$ cat config.mk
export PLATFORM = sky130hd
export DESIGN_NAME = aes_key_sched_serial
export DESIGN_NICKNAME = d
export VERILOG_FILES = /design/src/rtl/aes_pkg.sv /design/src/rtl/aes_sbox.sv /design/src/rtl/aes_key_sched_serial.sv
export SDC_FILE = /design/constraint.sdc
export NUM_CORES = 1
export LEC_CHECK = 0
export ABC_AREA = 1
export ABC_CLOCK_PERIOD_IN_PS = 4100
export CAP_MARGIN = 15
export CELL_PAD_IN_SITES_DETAIL_PLACEMENT = 1
export CELL_PAD_IN_SITES_GLOBAL_PLACEMENT = 2
export CORE_ASPECT_RATIO = 0.8
export CORE_UTILIZATION = 32
export DETAILED_ROUTE_END_ITERATION = 16
export PLACE_DENSITY_LB_ADDON = 0.15
export SLEW_MARGIN = 30
export SYNTH_ARGS = -nofsm -noshare
export SYNTH_HDL_FRONTEND = slang
export SYNTH_SLANG_ARGS = --single-unit
$ cat constraint.sdc
create_clock -name clk -period 4.1 [get_ports clk]
set_clock_uncertainty 0.15 [all_clocks]
set_input_delay 0.82 -clock clk [delete_from_list [all_inputs] [get_ports clk]]
set_output_delay 0.82 -clock clk [all_outputs]
set_load 0.03 [all_outputs]
$ cat src/rtl/aes_pkg.sv
// Shared definitions for the serial AES-128 key schedule: FSM states, round
// constants and the GF(2^8) doubling used to step rcon.
package aes_pkg;

  typedef enum logic [1:0] {
    S_IDLE    = 2'd0,
    S_PRESENT = 2'd1,
    S_WAIT    = 2'd2,
    S_SUB     = 2'd3
  } ks_state_t;

  localparam logic [7:0] RCON [10] = '{
    8'h01, 8'h02, 8'h04, 8'h08, 8'h10, 8'h20, 8'h40, 8'h80, 8'h1b, 8'h36
  };

  function automatic logic [7:0] xtime(input logic [7:0] x);
    return {x[6:0], 1'b0} ^ (x[7] ? 8'h1b : 8'h00);
  endfunction

endpackage

$ cat src/rtl/aes_sbox.sv
// Forward AES S-box, purely combinational byte substitution.
module aes_sbox (
  input  logic [7:0] data,
  output logic [7:0] sub
);

  localparam logic [0:255][7:0] SBOX = {
    128'h637c777bf26b6fc53001672bfed7ab76,
    128'hca82c97dfa5947f0add4a2af9ca472c0,
    128'hb7fd9326363ff7cc34a5e5f171d83115,
    128'h04c723c31896059a071280e2eb27b275,
    128'h09832c1a1b6e5aa0523bd6b329e32f84,
    128'h53d100ed20fcb15b6acbbe394a4c58cf,
    128'hd0efaafb434d338545f9027f503c9fa8,
    128'h51a3408f929d38f5bcb6da2110fff3d2,
    128'hcd0c13ec5f974417c4a77e3d645d1973,
    128'h60814fdc222a908846eeb814de5e0bdb,
    128'he0323a0a4906245cc2d3ac629195e479,
    128'he7c8376d8dd54ea96c56f4ea657aae08,
    128'hba78252e1ca6b4c6e8dd741f4bbd8b8a,
    128'h703eb5664803f60e613557b986c11d9e,
    128'he1f8981169d98e949b1e87e9ce5528df,
    128'h8ca1890dbfe6426841992d0fb054bb16
  };

  assign sub = SBOX[data];

endmodule

$ cat src/rtl/aes_key_sched_serial.sv
// AES-128 key expansion served one schedule word per start/next handshake,
// keeping only the last four words and a single byte-serial S-box.
module aes_key_sched_serial
  import aes_pkg::*;
#(
  parameter int unsigned LAST_ADDR = 43
) (
  input  logic         clk,
  input  logic         rst_n,
  input  logic         start,
  input  logic [127:0] key,
  input  logic         next,
  output logic [31:0]  round_key,
  output logic [5:0]   word_addr,
  output logic         ready
);

  ks_state_t    state, state_next;
  logic [127:0] window;
  logic [7:0]   rcon;
  logic [1:0]   byte_cnt;
  logic [23:0]  temp;

  logic [5:0]   word_idx;
  logic [31:0]  rot_word;
  logic [31:0]  xor_word;
  logic [31:0]  sub_word;
  logic [31:0]  init_word;
  logic [7:0]   sbox_in;
  logic [7:0]   sbox_out;

  aes_sbox u_sbox (
    .data (sbox_in),
    .sub  (sbox_out)
  );

  // window[127:96] is w[i-4], window[31:0] is w[i-1]
  always_comb begin
    word_idx  = word_addr + 6'd1;
    rot_word  = {window[23:0], window[31:24]};
    sbox_in   = rot_word[{~byte_cnt, 3'b000} +: 8];
    xor_word  = window[127:96] ^ window[31:0];
    sub_word  = window[127:96] ^ {temp, sbox_out} ^ {rcon, 24'h0};
    init_word = window[{~word_idx[1:0], 5'b00000} +: 32];
  end

  always_comb begin
    state_next = state;
    if (start) begin
      state_next = S_PRESENT;
    end else begin
      case (state)
        S_IDLE:    state_next = S_IDLE;
        S_PRESENT: state_next = (word_addr == 6'(LAST_ADDR)) ? S_IDLE : S_WAIT;
        S_WAIT:    if (next) state_next = (word_idx[1:0] == 2'd0) ? S_SUB : S_PRESENT;
        S_SUB:     if (byte_cnt == 2'd3) state_next = S_PRESENT;
        default:   state_next = S_IDLE;
      endcase
    end
  end

  always_ff @(posedge clk or negedge rst_n) begin
    if (!rst_n) state <= S_IDLE;
    else        state <= state_next;
  end

  always_ff @(posedge clk or negedge rst_n) begin
    if (!rst_n) begin
      window    <= '0;
      round_key <= '0;
      word_addr <= '0;
      rcon      <= '0;
      byte_cnt  <= '0;
      temp      <= '0;
    end else if (start) begin
      window    <= key;
      round_key <= key[127:96];
      word_addr <= '0;
      rcon      <= 8'h01;
      byte_cnt  <= '0;
    end else begin
      case (state)
        S_WAIT: begin
          if (next) begin
            byte_cnt <= '0;
            if (word_idx < 6'd4) begin
              round_key <= init_word;
              word_addr <= word_idx;
            end else if (word_idx[1:0] != 2'd0) begin
              round_key <= xor_word;
              window    <= {window[95:0], xor_word};
              word_addr <= word_idx;
            end
          end
        end
        S_SUB: begin
          byte_cnt <= byte_cnt + 2'd1;
          case (byte_cnt)
            2'd0: temp[23:16] <= sbox_out;
            2'd1: temp[15:8]  <= sbox_out;
            2'd2: temp[7:0]   <= sbox_out;
            default: begin
              round_key <= sub_word;
              window    <= {window[95:0], sub_word};
              word_addr <= word_idx;
              rcon      <= xtime(rcon);
            end
          endcase
        end
        default: ;
      endcase
    end
  end

  assign ready = (state == S_PRESENT);

endmodule

==> flow_summary.ini, run 1 <==
[timing]
fin_setup_tns_ps = 0
slew_headroom_pct = 48.5
slew_violations = 0
worstMarginPinSlew_ps = 773
layout_worst_path_cycle_share_pct = 93.5
final_hold_viol_count = 0
setup_viol = 0
rsz0062_at_grt = false
layout_min_cycle_time_ps = 3830
fmax_ghz = 0.261

[synth]
synth-edff-count = 0
syn_nets = 2445
synth_top_area_share_pct = 32.5
netlist_area_um2 = 15600
ys_ff_latch = 202
synth_most_common_cell = nand2_1
ys_warn_count = 0
yosysSeqAreaShare_pct = 32.5
synthTopCellsByCount = nand2_1 (585), nand3_1 (354), o21ai_0 (253), dfrtp_1 (202), inv_1 (154)
synth_cells = 2293
avgSynthCellArea_um2 = 6.78
ys.flop_type = dfrtp_1
ys_async_sr_fraction_pct = 100
yosysTopAreaCell = dfrtp_1
ys_types = 39
yosys-top-cells-area = dfrtp_1 (32%), nand2_1 (14%), nand3_1 (11%), o21ai_0 (8.1%), o211ai_1 (4.4%)

[finish]
nets = 2527
final_layout_size_suffix_gt1_share_pct = 7.73
final_cells = 3013
fill_cells = 5921
syn2layout_area_growth_pct = 18.8
multi_input_area_um2 = 8920
ff_latch_area_um2 = 5060

[global_route]
grt_overflow_total = 0
grt_pass1_vias = 16926
grt_pass1_wl_mm = 112
grt_antenna_before_repair = 2
grt_max_degree = 96
groute.usage.overall_pct = 29.7

[floorplanning]
fp-row-count = 71
initial_core_util_pct = 32.7
die_y_um = 199
core-area_um2 = 47500
io_pins = 171
die_w_um = 249
fp.dieArea_um2 = 49500

[worst_setup_path]
end_kind = flip-flop
worstPathMaxFanout = 14
critical_path_class = flip-flop to flip-flop
cp-start-kind = flip-flop
cp.required_ps = 4370
worstPathArrival_ps = 4100
ff2ff_path_depth = 19

[flow_run]
cap_violations = 0

[route]
wl_per_cell_um = 24.6
ant_nets = 0
via_per_inst = 5.65
drc = 0
wirelength_mm = 74.1
detail_route.first_pass.iterations = 5
dr_total_vias = 17028
drt_iter0_markers = 1616

[cts]
cts_buffers = 25
cts.sink_count = 202
cts_root_buf = clkbuf_16
clock_latency_ps = 560
hold_buffers = 0
clk_pin_slew_ps = 60
ctsHtreeMaxLevel = 1
tritoncts = done
cts_buffer_depth = 3

[pwr]
power.density_nw_per_um2 = 1080
total_power_mw = 20.0
leakagePower_nw = 8.39
ir_worst_vdd_mv = 0.482

[status]
status = complete, no violations

[place]
numPortBuffers = 170
hpwl_mm = 53.0
gp_congestion = 0.984
placedCellCount = 2968

[worst_hold_path]
min_path_type = primary input to asynchronous set/reset pin
==> state kept, by name (all words and copies together), names as in the netlist <==
| register | count |
|---|---|
| temp | 24 |
| byte_cnt | 2 |
| rcon | 8 |
| state | 2 |
| word_addr | 6 |
| window | 128 |
| round_key | 32 |
==> cell usage in the layout (no fill, tap or decap), types with 17 or more instances in the layout <==
cell,Yosys,layout
nand2_1,585,583
nand3_1,354,354
o21ai_0,253,253
dfrtp_1,202,201
clkdlybuf4s50_1,0,168
inv_1,154,152
nor2_1,149,149
a21oi_1,95,95
o211ai_1,92,92
xor2_1,46,46
buf_4,19,44
a31oi_1,29,29
nand2_2,25,25
clkbuf_16,0,25
o21ai_1,20,20
ha_1,20,20
nand3_2,20,19
nand2_4,15,17
==> critical path, stage by stage (launching register included) <==
cell and delay [ps]:
dfrtp_1 490, buf_4 240, nand2_1 80, nand3_1 120
nand2_2 340, ha_1 420, inv_1 110, nand3_1 90
buf_4 240, nand3_2 190, nand3_1 200, nand3_1 120
nand3_1 100, nand3_1 190, nand2_1 190, nand2_1 60
nand3_1 140, nand3_1 90, nand2_1 90, o21ai_1 60
==> final cells by class <==
cell class	instances	share of cell area (%)
Sequential cell	202	27.4
Tap cell	620	4.20
Timing Repair Buffer	227	12.4
Clock inverter	7	0.365
Clock buffer	37	4.01
Antenna cell	1	0.0135
Inverter	164	3.44
Multi-Input combinational cell	1755	48.2
==> cells by family after synthesis <==
group	Yosys count	share of synthesized area [%]
xor+xnor	55	3.10
compound gates	521	19.3
simple gates	1159	33.1
flops	202	32.5
fa+ha+maj	20	1.61
buf+inv	336	10.3
==> where the power goes <==
part	internal [mW]	switching, mW	leakage (nW)
logic	4.19	9.71	5.52
registers	2.92	0.959	2.46
clock network	1.31	0.934	0.403
total	8.41	11.6	8.39
==> repair_timing <==
action,in CTS,in global routing
buffers inserted,0,0
resized for setup,0,2
setup endpoints to repair,0,3
==> layer usage <==
metal | GRT usage, % | routed length (µm) | vias up
li1 | - | - | 7860
met4 | 7.13 | 1690 | 2
met5 | 0 | 9 | -
met1 | 44.5 | 36400 | 8471
met2 | 41.4 | 29600 | 602
met3 | 8.22 | 6470 | 93
==> through the flow <==
stage	setup WS (ps)	cell area [µm²]	hold WS, ps	utilization [%]
floorplan	1190	15600	318	-
global placement	324	17700	320	37.2
detailed placement	241	17700	323	37.2
CTS	240	18500	147	38.9
global route	34.9	18500	162	38.9
finish	268	18500	95.8	38.9
==> worst paths after layout <==
| kind | from | to | slack (ps) |
|---|---|---|---|
| worst max-delay path | byte_cnt[0]$_DFFE_PN0P_ | window[6]$_DFFE_PN0P_ | 270 |
| worst min-delay path | rst_n | round_key[3]$_DFFE_PN0P_ | 100 |
| worst max register to register | byte_cnt[0]$_DFFE_PN0P_ | window[6]$_DFFE_PN0P_ | 270 |
| worst min register to register | round_key[15]$_DFFE_PN0P_ | round_key[15]$_DFFE_PN0P_ | 340 |
| max in group asynchronous | rst_n | temp[11]$_DFFE_PN0P_ | 2800 |
| min in group clk | round_key[15]$_DFFE_PN0P_ | round_key[15]$_DFFE_PN0P_ | 340 |
No activity file was read; power rests on OpenSTA's default activity.
==> inputs of run 2 (changes only) <==
Settings changed: PLACE_DENSITY set to 0.91, PLACE_DENSITY_LB_ADDON 0.15 to unset, SKIP_LAST_GASP set to 1.
==> run 2 against run 1 <==
Sequential power about the same; final area down 0.60%; non-clock buffer count up 6; global-route usage shrank 1.1 points; sequential share of layout area up 0.17 points; worst setup slack improved by 93 ps; die area stayed put; core utilization down 0.23 points; critical endpoint is now round_key[3]$_DFFE_PN0P_; maximum frequency increased by 2.5%; total power fell by 2.1%; largest power group unchanged; sequential cell count did not move; wire length decreased by 3.6%.
==> flow_summary.ini, run 2 (synthesis results as in run 1) <==
[cts]
cts_buffers = 22
post_cts_buffers = 0
clock_latency_ps = 540
cts_buffer_depth = 3
hold_buffers = 0
cts_resized = 0
cts.sink_count = 202
clk_pin_slew_ps = 60
cts_root_buf = clkbuf_16
tritoncts = done
ctsHtreeMaxLevel = 1

[finish]
final_layout_size_suffix_gt1_share_pct = 7.82
reg.largest.list = window (128), round_key (32), temp (24)
fin_util_pct = 38.7
layout_commonest_cell = nand2_1
largest_reg_flops = 128
largest_register = window
syn2layout_area_growth_pct = 18.1
fill_cells = 6027
final_cell_mix = nand2_1 (583), nand3_1 (354), o21ai_0 (253)
nets = 2530

[floorplanning]
die_y_um = 199
initial_core_util_pct = 32.7
fp.dieArea_um2 = 49500
io_pins = 171
die_w_um = 249
core-area_um2 = 47500
fp-row-count = 71

[timing]
fmax_ghz = 0.267
fin_setup_tns_ps = 0
setup_viol = 0
final_hold_viol_count = 0
layout_worst_path_cycle_share_pct = 91.2
worstMarginPinSlew_ps = 832
slew_headroom_pct = 44.5
holdWs_ps = 175
layout_min_cycle_time_ps = 3740
slew_violations = 0
rsz0062_at_grt = false

[pwr]
power_frac_comb_pct = 69.6
pwr-share-seq_pct = 19.7
ir_worst_vdd_mv = 0.447
internal-power_mw = 8.29
power.density_nw_per_um2 = 1070
total_power_mw = 19.6
leakagePower_nw = 8.35
power_switching_mw = 11.3
p_clk_share_pct = 10.6
switching_share_pct = 57.7

[global_route]
grt_pass1_vias = 17524
grt_max_degree = 222
grt_overflow_total = 0
grt_antenna_before_repair = 2
grt_pass1_wl_mm = 110
groute.usage.overall_pct = 28.7

[place]
numPortBuffers = 170
gp_congestion = 1.00
hpwl_mm = 50.5

[worst_setup_path]
worstPathMaxFanout = 25
cp.required_ps = 4410
critical_path_class = flip-flop to flip-flop
end_kind = flip-flop
cp-start-kind = flip-flop
worstPathArrival_ps = 4040

[route]
wirelength_mm = 71.4
ant_nets = 0
drt_iter0_markers = 1497
via_per_inst = 5.73
detail_route.first_pass.iterations = 5
drc = 0
dr_total_vias = 17250
wl_per_cell_um = 23.7

[worst_hold_path]
min_path_type = primary input to asynchronous set/reset pin

[flow_run]
cap_violations = 0

[status]
status = complete, no violations
## run 2: worst paths after layout
kind | slack, ps | to | depth (start not counted) | start
max in group asynchronous | 2650 | window[60]$_DFFE_PN0P_ | 2 | rst_n
max | 360 | round_key[3]$_DFFE_PN0P_ | 18 | byte_cnt[0]$_DFFE_PN0P_
min reg2reg | 330 | round_key[11]$_DFFE_PN0P_ | 2 | round_key[11]$_DFFE_PN0P_
min | 180 | round_key[30]$_DFFE_PN0P_ | 1 | rst_n
min in group clk | 330 | round_key[11]$_DFFE_PN0P_ | 2 | round_key[11]$_DFFE_PN0P_
max reg2reg | 360 | round_key[3]$_DFFE_PN0P_ | 18 | byte_cnt[0]$_DFFE_PN0P_
## run 2: final cells by class
cell class	instances	area (µm²)	share of cell area (%)
clock buffer	31	666	3.62
tap	620	776	4.22
clock inverter	6	57.6	0.313
antenna	1	2.50	0.0136
timing repair buffer	233	2280	12.4
multi-input combinational	1755	8900	48.5
sequential	202	5060	27.5
inverter	164	633	3.45
## run 2: critical path: stages (launching register included)
cell	delay, ps
dfrtp_2	530
inv_6	230
nand2_1	100
nand3_1	120
nand2_4	120
ha_1	400
inv_1	180
nand3_2	400
nand3_1	250
nand3_1	100
nand3_1	110
nand3_1	140
nand3_2	150
nand2_2	180
nand2_1	120
nand3_2	80
nand2_1	110
nand2_1	60
a21oi_1	140
## run 2: power groups by stage
stage	combinational (mW)	sequential (mW)	clock [mW]
after global placement	13.1	3.81	0
after detailed placement	13.3	3.86	0
after floorplan	8.73	3.85	0
after global routing	14.8	3.97	2.18
final	13.6	3.87	2.09
after CTS	13.4	3.85	2.11
## run 2: stage by stage
| stage | setup WS (ps) | area [µm²] | instances |
|---|---|---|---|
| after floorplan | 1190 | 15600 | 2293 |
| after global placement | 421 | 17600 | 2973 |
| after detailed placement | 332 | 17600 | 2973 |
| after CTS | 297 | 18300 | 3010 |
| after global routing | 124 | 18400 | 3011 |
| final | 361 | 18400 | 3012 |
## run 2: per-layer routing
layer	up-vias	share of wire, %	global-route usage, %
li1	7870	-	-
met4	0	1.6	5.31
met1	8708	48	42.6
met5	-	0	0
met2	587	44	44.0
met3	85	6.7	4.04
